[src/rtl/gemm_job_scheduler.sv]
// GeMM job scheduler: buffers job descriptors in a FIFO, launches them one at a time
// and returns one completion per job. `GEMM_SCHED_PERF_EN adds a per-job cycle counter.
module gemm_job_scheduler #(
  parameter int unsigned AddrWidth  = 16,
  parameter int unsigned QueueDepth = 4,
  parameter int unsigned IdWidth    = 4
) (
  input  logic                               clk_i,
  input  logic                               rst_i,
  input  logic                               job_valid_i,
  output logic                               job_ready_o,
  input  logic [IdWidth-1:0]                 job_id_i,
  input  logic [AddrWidth-1:0]               job_M_i,
  input  logic [AddrWidth-1:0]               job_K_i,
  input  logic [AddrWidth-1:0]               job_N_i,
  output logic                               gemm_start_o,
  output logic [AddrWidth-1:0]               gemm_M_size_o,
  output logic [AddrWidth-1:0]               gemm_K_size_o,
  output logic [AddrWidth-1:0]               gemm_N_size_o,
  input  logic                               gemm_busy_i,
  input  logic                               gemm_done_i,
  output logic                               cmpl_valid_o,
  input  logic                               cmpl_ready_i,
  output logic [IdWidth-1:0]                 cmpl_id_o,
  output logic                               cmpl_error_o,
  output logic [$clog2(QueueDepth+1)-1:0]    queue_count_o,
`ifdef GEMM_SCHED_PERF_EN
  output logic [31:0]                        cmpl_cycles_o,
`endif
  output logic                               idle_o
);

  localparam int unsigned PtrW = $clog2(QueueDepth);
  localparam int unsigned CntW = $clog2(QueueDepth + 1);
  localparam int unsigned EntW = IdWidth + 3 * AddrWidth;
  localparam logic [CntW-1:0] CntFull = CntW'(QueueDepth);

  typedef enum logic [1:0] {
    StIdle   = 2'd0,
    StLaunch = 2'd1,
    StRun    = 2'd2,
    StReport = 2'd3
  } state_e;

  state_e               state_q;
  logic [EntW-1:0]      mem_q [QueueDepth];
  logic [PtrW-1:0]      wr_ptr_q, rd_ptr_q;
  logic [CntW-1:0]      count_q, count_d;
  logic                 start_q, valid_q, err_q;
  logic [IdWidth-1:0]   act_id_q;
  logic [AddrWidth-1:0] act_m_q, act_k_q, act_n_q;
  logic [IdWidth-1:0]   head_id_s;
  logic [AddrWidth-1:0] head_m_s, head_k_s, head_n_s;
  logic                 push_s, pop_s, empty_s, zero_s;

  // Ready is derived only from the registered count, so pop never reaches it combinationally.
  assign job_ready_o = (count_q != CntFull);
  assign empty_s     = (count_q == '0);
  assign push_s      = job_valid_i && job_ready_o;
  assign pop_s       = (state_q == StIdle) && !empty_s && !gemm_busy_i;
  assign {head_id_s, head_m_s, head_k_s, head_n_s} = mem_q[rd_ptr_q];
  assign zero_s      = (head_m_s == '0) || (head_k_s == '0) || (head_n_s == '0);

  assign gemm_start_o  = start_q;
  assign cmpl_valid_o  = valid_q;
  assign cmpl_id_o     = act_id_q;
  assign cmpl_error_o  = err_q;
  assign gemm_M_size_o = act_m_q;
  assign gemm_K_size_o = act_k_q;
  assign gemm_N_size_o = act_n_q;
  assign queue_count_o = count_q;
  assign idle_o        = (state_q == StIdle) && empty_s;

  // Occupancy next-state from push/pop.
  always_comb begin
    count_d = count_q;
    if (push_s && !pop_s) begin
      count_d = count_q + CntW'(1);
    end else if (pop_s && !push_s) begin
      count_d = count_q - CntW'(1);
    end else begin
      count_d = count_q;
    end
  end

  // FIFO pointers and count.
  always_ff @(posedge clk_i or posedge rst_i) begin
    if (rst_i) begin
      wr_ptr_q <= '0;
      rd_ptr_q <= '0;
      count_q  <= '0;
    end else begin
      count_q <= count_d;
      if (push_s) wr_ptr_q <= wr_ptr_q + PtrW'(1);
      if (pop_s)  rd_ptr_q <= rd_ptr_q + PtrW'(1);
    end
  end

  // Descriptor storage; contents are don't-care until written.
  always_ff @(posedge clk_i) begin
    if (push_s) mem_q[wr_ptr_q] <= {job_id_i, job_M_i, job_K_i, job_N_i};
  end

`ifdef GEMM_SCHED_PERF_EN
  logic [31:0] cyc_q;
  assign cmpl_cycles_o = cyc_q;
`endif

  // Job FSM with registered start/completion outputs and active job registers.
  always_ff @(posedge clk_i or posedge rst_i) begin
    if (rst_i) begin
      state_q  <= StIdle;
      start_q  <= 1'b0;
      valid_q  <= 1'b0;
      err_q    <= 1'b0;
      act_id_q <= '0;
      act_m_q  <= '0;
      act_k_q  <= '0;
      act_n_q  <= '0;
`ifdef GEMM_SCHED_PERF_EN
      cyc_q    <= 32'd0;
`endif
    end else begin
      case (state_q)
        StIdle: begin
          if (pop_s) begin
            act_id_q <= head_id_s;
            act_m_q  <= head_m_s;
            act_k_q  <= head_k_s;
            act_n_q  <= head_n_s;
`ifdef GEMM_SCHED_PERF_EN
            cyc_q    <= 32'd0;
`endif
            if (zero_s) begin
              err_q   <= 1'b1;
              valid_q <= 1'b1;
              state_q <= StReport;
            end else begin
              err_q   <= 1'b0;
              start_q <= 1'b1;
              state_q <= StLaunch;
            end
          end
        end
        StLaunch: begin
          start_q <= 1'b0;
`ifdef GEMM_SCHED_PERF_EN
          cyc_q   <= 32'd1;
`endif
          state_q <= StRun;
        end
        StRun: begin
          // The done cycle itself is counted, so the increment also happens on done.
`ifdef GEMM_SCHED_PERF_EN
          if (cyc_q != 32'hFFFF_FFFF) cyc_q <= cyc_q + 32'd1;
`endif
          if (gemm_done_i) begin
            err_q   <= 1'b0;
            valid_q <= 1'b1;
            state_q <= StReport;
          end
        end
        StReport: begin
          if (cmpl_ready_i) begin
            valid_q <= 1'b0;
            state_q <= StIdle;
          end
        end
        default: begin
          start_q <= 1'b0;
          valid_q <= 1'b0;
          state_q <= StIdle;
        end
      endcase
    end
  end

endmodule
[config.mk]
export PLATFORM = sky130hd
export DESIGN_NAME = gemm_job_scheduler
export DESIGN_NICKNAME = d
export VERILOG_FILES = /design/src/rtl/gemm_job_scheduler.sv
export SDC_FILE = /design/constraint.sdc
export NUM_CORES = 1
export LEC_CHECK = 0
export ABC_AREA = 1
export ABC_CLOCK_PERIOD_IN_PS = 3800
export BUFFER_PORTS_ARGS = -buffer_cell sky130_fd_sc_hd__buf_2
export CORE_MARGIN = 2
export CORE_UTILIZATION = 50
export DETAILED_ROUTE_END_ITERATION = 10
export GPL_TIMING_DRIVEN = 1
export PLACE_DENSITY = 0.75
export SYNTH_ARGS = -nofsm -noshare
export SYNTH_HDL_FRONTEND = slang
export SYNTH_SLANG_ARGS = --single-unit
[constraint.sdc]
create_clock -name clk_i -period 3.8 [get_ports clk_i]
set_input_delay 0.57 -clock clk_i [delete_from_list [all_inputs] [get_ports clk_i]]
set_output_delay 0.57 -clock clk_i [all_outputs]
set_load 0.02 [all_outputs]
==> summary.txt, run 1 <==
Status
  – Status: completed

Floorplan
  – Rows: 53
  – Core Area: 0.02096 mm^2
  – Starting Density: 50.78%
  – Die X-Extent: 149.9 um
  – Vert. Die Dim: 149.9 um
  – IO Count: 118
  – Die area: 0.02247 mm^2

Synthesis
  – FF+latch count, synth: 272
  – Mean post-synth cell area: 11.88 um^2
  – Ys async rst share: 23.53%
  – Number of enable flip-flop cells after synthesis: 208
  – Mapped cell area: 0.01064 mm^2
  – Sequential share of the synthesized area: 73.74%
  – Syn Inst Count: 896
  – Top FF cell, synth: edfxtp_1
  – Ys Warns: 0
  – Synth cell types: 28
  – Syn nets: 966

Timing
  – Final clock skew: 0.01209 ns
  – Final period util: 73.14%
  – Setup TNS: 0 ns
  – Slew Viols, Final: 0
  – RSZ-0062 raised after global routing: false
  – Endpoints failing hold: 0
  – Clock period minus worst slack: 2.779 ns
  – Relative slew slack: 40.78%
  – Final setup fails: 0
  – Worst-Margin Slew: 0.8883 ns
  – F_max: 359.8 MHz

Global route
  – Gr ovfl total: 0
  – Total GRT Usage: 20.07%
  – Initial antenna violation count: 5
  – Vias in the first global route: 6492
  – Pin count of the biggest net entering global routing: 101
  – Global-route wire length before repair: 34890 um

Power and ir drop
  – Maximum vdd drop: 378.5 uV
  – Pwr Density: 857.2 mW/mm^2
  – Sw Share: 36.29%
  – Clock power frac: 26.1%
  – Leakage power: 5.117 nW
  – Internal: 6.813 mW
  – Sw power: 3.881 mW
  – Reg power frac: 41.5%
  – Total Power: 10.69 mW
  – Comb power frac: 32.4%

Hold path
  – HP Class: input pin to asynchronous set/reset pin

Clock tree
  – Post-cts sizing count: 0
  – Clock Path Buffers: 3
  – Clock transition at path regs: 0.06 ns
  – CTS Buf Count: 27
  – CTS tree: yes
  – CTS sink count: 272
  – Postcts setup bufs: 0
  – Cts hold-fix bufs: 0
  – # H-tree levels: 1
  – Clock Tree Root: clkbuf_16
  – Skew-Pair Late Insertion Delay: 0.53 ns

Place
  – GPL Wtd Cong: 0.7924
  – PortBufs: 117
  – Post-DP HPWL: 13330 um

Setup path
  – Crit. Startpoint: rd_ptr_q[0]
  – Critical Path Start Type: flip-flop
  – CP Max Fanout: 52
  – CP arrival: 3.20 ns
  – Setup CP Type: flip-flop to flip-flop
  – Worst r2r src: rd_ptr_q[0]
  – Req. time, crit path: 4.22 ns
  – Element type at the critical path end: flip-flop

Routing
  – Drt first pass iters: 5
  – Routed wire per std cell: 17.16 um
  – Drt total wl: 22450 um
  – DR vias: 6779
  – DRC errors left: 0
  – Vias/cell: 5.183
  – Detailed router's first-iteration violation count: 448
  – Final ANT Viol Nets: 0

Cells and area
  – Final core utilization: 59.54%
  – Final net count: 1079
  – Share of cells above drive strength 1: 18.37%
  – Area Growth Syn to Fin: 17.24%

Job
  – Max-Cap Viols: 0
[cell type report]
class                   instances  area, um^2
repair buffers                130       720.7
clock inverters                15       203.9
diodes                          4       10.01
flip-flops and latches        272        7853
clock buffers                  34       752.0
inverters                      20       75.07
well taps                     275       344.1
multi-input cells             558        2517
fillers                      1633        8479
[cells in the final DEF, fill, tap and decap left out, types with 3 or more instances in the layout]
cell type and count:
o21ai_0 59, clkinv_2 6, nor2_4 4, nand2_1 335, bufinv_16 5, diode_2 4, clkbuf_8 5, a21oi_1 3
nor3_1 3, buf_2 117, nor2_1 23, inv_2 4, inv_1 16, buf_4 10, dfrtp_1 62, o22ai_1 4
ha_1 11, xor2_1 3, clkbuf_16 27, edfxtp_1 208, buf_12 3, nand3_1 99, nand4_1 4
[per-stage QoR]
step	instances	cell area, um^2	worst slack [ns]	hold slack [ns]
finish	1308	12480	1.021	0.1374
global route	1305	12470	0.7903	0.1989
CTS	1304	12470	1.038	0.1534
detailed placement	1255	11510	1.089	0.4601
global placement	1255	11510	1.126	0.4598
floorplan	896	10640	0.1698	0.5750
[critical path: stages, from the launching register on]
cell and delay, ns:
dfrtp_4 0.69, inv_2 0.61, buf_12 0.33, nand2_1 0.09
nand3_1 0.07, nand2_1 0.08, nand2_1 0.06, nor2_1 0.05
nand2_1 0.11, nor2_1 0.08, nor2_2 0.14, nand3_1 0.11
nand2_1 0.07, nand2_1 0.05, nand2_1 0.05, inv_1 0.03
[cells in the mapped netlist, types with 2 or more instances]
cell type | n | area [um^2]
buf_2 | 26 | 130.1
ha_1 | 11 | 137.6
xnor2_1 | 2 | 17.52
nand2_1 | 335 | 1257
dfrtp_1 | 64 | 1602
o21ai_0 | 59 | 295.3
nor2_1 | 27 | 101.4
nand3_1 | 99 | 495.5
edfxtp_1 | 208 | 6246
buf_1 | 2 | 7.510
a21oi_1 | 3 | 15.01
inv_2 | 2 | 7.510
clkbuf_1 | 14 | 52.55
inv_1 | 18 | 67.56
nand4_1 | 4 | 25.02
buf_6 | 3 | 33.78
xor2_1 | 3 | 26.28
o22ai_1 | 4 | 25.02
nor3_1 | 3 | 15.01
[power by group through the flow]
stage          logic (mW)  registers (mW)  clock network (mW)
6_report             3.47            4.43                2.79
5_1_grt              3.89            4.51                2.95
3_5_place_dp         3.48            4.49                   0
4_1_cts              3.51            4.44                2.83
2_1_floorplan        2.07            4.74                   0
3_3_place_gp         3.41            4.46                   0
[routing by layer]
metal	global-route usage (%)	share of wire (%)	vias to the layer above
li1	-	-	3286
met1	27.51	43	3242
met2	32.33	48	204
met3	4.238	7.3	45
met4	6.557	2.3	2
met5	0	0.071	-
[final timing paths]
check / end / slack [ns] / cells past startpoint
setup / recovery: gemm_start_o / 1.02 / 15
hold reg to reg: cmpl_id_o[3] / 0.48 / 2
setup reg to reg: gemm_start_o / 1.02 / 15
min in group clk_i: mem_q[0][25] / 0.25 / 1
max in group asynchronous: gemm_M_size_o[5] / 2.67 / 3
hold / removal: gemm_N_size_o[14] / 0.14 / 2
[kinds of logic after synthesis]
kind of cell,Yosys count,synth area share (%)
compound gates,69,3.398
xor+xnor,5,0.4116
fa+ha+maj,12,1.481
buf+inv,66,2.881
flops,272,73.74
mux,1,0.1058
simple gates,471,17.98
[state kept, by name (all words and copies together), names as in the netlist, 3 cells and up]
name           count
mem_q            208
gemm_M_size_o     16
gemm_K_size_o     16
gemm_N_size_o     16
queue_count_o      3
cmpl_id_o          4
(Power assumes the default switching activity.)
==> run 2, diff against run 1 <==
- ABC_CLOCK_PERIOD_IN_PS: 3800 -> 2500
- PLACE_DENSITY: 0.75 -> 0.77
- clock period: 3.8 -> 2.5 ns (I/O delays scaled with it)
==> run 2 against run 1 <==
Compared with the run above:
- routed wire length down 2.3%
- hold slack worse by 0.069 ns
- design area up 0.77%
- final cell count up 0.69%
- die area unchanged
- clock skew down 0.0030 ns
- critical path type unchanged
- critical endpoint is now queue_count_o[1]
- largest cell class unchanged
- highest routed layer unchanged
==> summary.txt, run 2 (synthesis gave the netlist of run 1 again) <==
Global route
  – Initial antenna violation count: 7
  – Pin count of the biggest net entering global routing: 101
  – Vias in the first global route: 6546
  – Global Route met1 Usage: 26.21%
  – Met2 GRT Util: 32.90%
  – Busiest metal layer after global routing: met2
  – Global-route met3 utilization: 4.939%
  – Total GRT Usage: 19.97%
  – Global-route wire length before repair: 34600 um
  – Gr ovfl total: 0

Routing
  – Vias/cell: 5.140
  – Drt first pass iters: 5
  – DR vias: 6769
  – DRC errors left: 0
  – Drt total wl: 21930 um
  – Routed wire per std cell: 16.65 um
  – Final ANT Viol Nets: 0
  – Detailed router's first-iteration violation count: 499

Setup path
  – Element type at the critical path end: flip-flop
  – Critical path buffer and inverter count: 4
  – CP arrival: 2.70 ns
  – Crit-path slowest cell: fa_1
  – Largest delay share family, worst path: adder cells
  – Critical Path Start Type: flip-flop
  – Setup CP Type: flip-flop to flip-flop
  – Max incr delay on CP: 0.42 ns
  – CP Max Fanout: 5
  – Cell Chain, Critical Path: inv_1 -> ha_1 -> inv_1 -> nor3_2 -> inv_2 -> ha_1 -> inv_1 -> fa_1 -> mux2_2
  – Most used cell, CP: inv_1
  – Req. time, crit path: 2.90 ns

Power and ir drop
  – Maximum vdd drop: 571.5 uV
  – Pwr Density: 1288 mW/mm^2
  – Leakage power: 5.146 nW

Place
  – Post-DP HPWL: 13280 um
  – Dpl cell area: 0.01160 mm^2
  – GPL Wtd Cong: 0.7838
  – Placed cell count: 1261
  – PortBufs: 117

Cells and area
  – Final net count: 1086
  – Share of cells above drive strength 1: 18.53%
  – Layout Cells excl Fill: 1317
  – Number of flip-flops in the largest register: 208
  – Design area: 0.01257 mm^2
  – Area Growth Syn to Fin: 18.14%
  – Most frequent cells in the layout: 335 x nand2_1, 208 x edfxtp_1, 117 x buf_2
  – Register Area: 0.007853 mm^2
  – Commonest non-fill, non-tap cell in the layout: nand2_1
  – Area of the multi-input gates: 0.002522 mm^2
  – Layout fillers: 1649
  – Reg with most FFs: mem_q

Clock tree
  – Skew-Pair Late Insertion Delay: 0.52 ns
  – Clock Path Buffers: 3
  – Postcts setup bufs: 0
  – CTS Buf Count: 27
  – Clock Tree Root: clkbuf_16
  – # H-tree levels: 1
  – Clock transition at path regs: 0.06 ns
  – CTS sink count: 272
  – CTS tree: yes

Timing
  – Worst-Margin Slew: 0.4751 ns
  – Relative slew slack: 68.33%
  – Endpoints failing hold: 0
  – Slew Viols, Final: 0
  – Clock period minus worst slack: 2.308 ns
  – RSZ-0062 raised after global routing: false
  – Final period util: 92.32%
  – Final setup fails: 0
  – F_max: 433.3 MHz
  – Final clock skew: 0.009095 ns

Floorplan
  – Core Area: 0.02096 mm^2
  – Die area: 0.02247 mm^2
  – Vert. Die Dim: 149.9 um
  – Die X-Extent: 149.9 um
  – Rows: 53
  – IO Count: 118
  – Starting Density: 50.78%

Job
  – Max-Cap Viols: 0

Status
  – Status: completed

Hold path
  – HP Class: input pin to flip-flop
==> run 2: routing by layer <==
metal / share of wire (%) / vias to the layer above
li1: - / 3308
met1: 42 / 3222
met2: 48 / 188
met3: 6.8 / 47
met4: 2.2 / 4
met5: 0.10 / -
==> run 2: through the flow <==
step	total power [mW]	TNS [ns]	worst slack, ns	hold slack, ns	utilization, %
finish	16.19	0	0.1919	0.06804	60.00
global route	17.25	0	0.07493	0.05196	59.96
CTS	16.33	0	0.09515	0.04803	59.90
detailed placement	12.19	0	0.1260	0.4647	55.38
global placement	11.97	0	0.2543	0.4623	55.38
floorplan	10.34	-64.40	-0.3096	0.4739	-
==> run 2: worst paths after layout <==
path / start / endpoint / slack [ns] / cells past startpoint
setup / recovery: state_q[1] / queue_count_o[1] / 0.19 / 9
hold / removal: job_M_i[9] / mem_q[3][41] / 0.07 / 1
setup reg to reg: state_q[1] / queue_count_o[1] / 0.19 / 9
hold reg to reg: cmpl_id_o[3] / cmpl_id_o[3] / 0.47 / 2
max in group asynchronous: rst_i / rd_ptr_q[0] / 1.69 / 4
min in group asynchronous: rst_i / gemm_N_size_o[13] / 0.48 / 4
==> run 2: final cells by class <==
| class | count | share of cell area, % |
|---|---|---|
| Multi-Input combinational cell | 558 | 20.06 |
| Clock buffer | 39 | 6.379 |
| Timing Repair Buffer | 137 | 6.568 |
| Clock inverter | 10 | 1.075 |
| Tap cell | 275 | 2.737 |
| Inverter | 20 | 0.5971 |
| Antenna cell | 6 | 0.1194 |
| Sequential cell | 272 | 62.46 |
==> run 2: worst register-to-register path: stages, from the launching register on <==
cell and delay [ns]:
dfrtp_1 0.40, inv_1 0.16, ha_1 0.24, inv_1 0.10
nor3_2 0.24, inv_2 0.09, ha_1 0.18, inv_1 0.09
fa_1 0.42, mux2_2 0.28
==> run 2: repair_timing <==
action,4_1_cts,5_1_grt
hold buffers,1,0
endpoints found under the hold margin,64,0
resized for setup,0,1
endpoints found under the setup margin,0,1
==> run 2: power by group <==
part           total, mW  switching, mW  leakage [nW]  internal [mW]
Sequential          6.62          0.478          2.68           6.15
Clock               4.12           1.58         0.448           2.53
Combinational       5.45           3.79          2.01           1.66
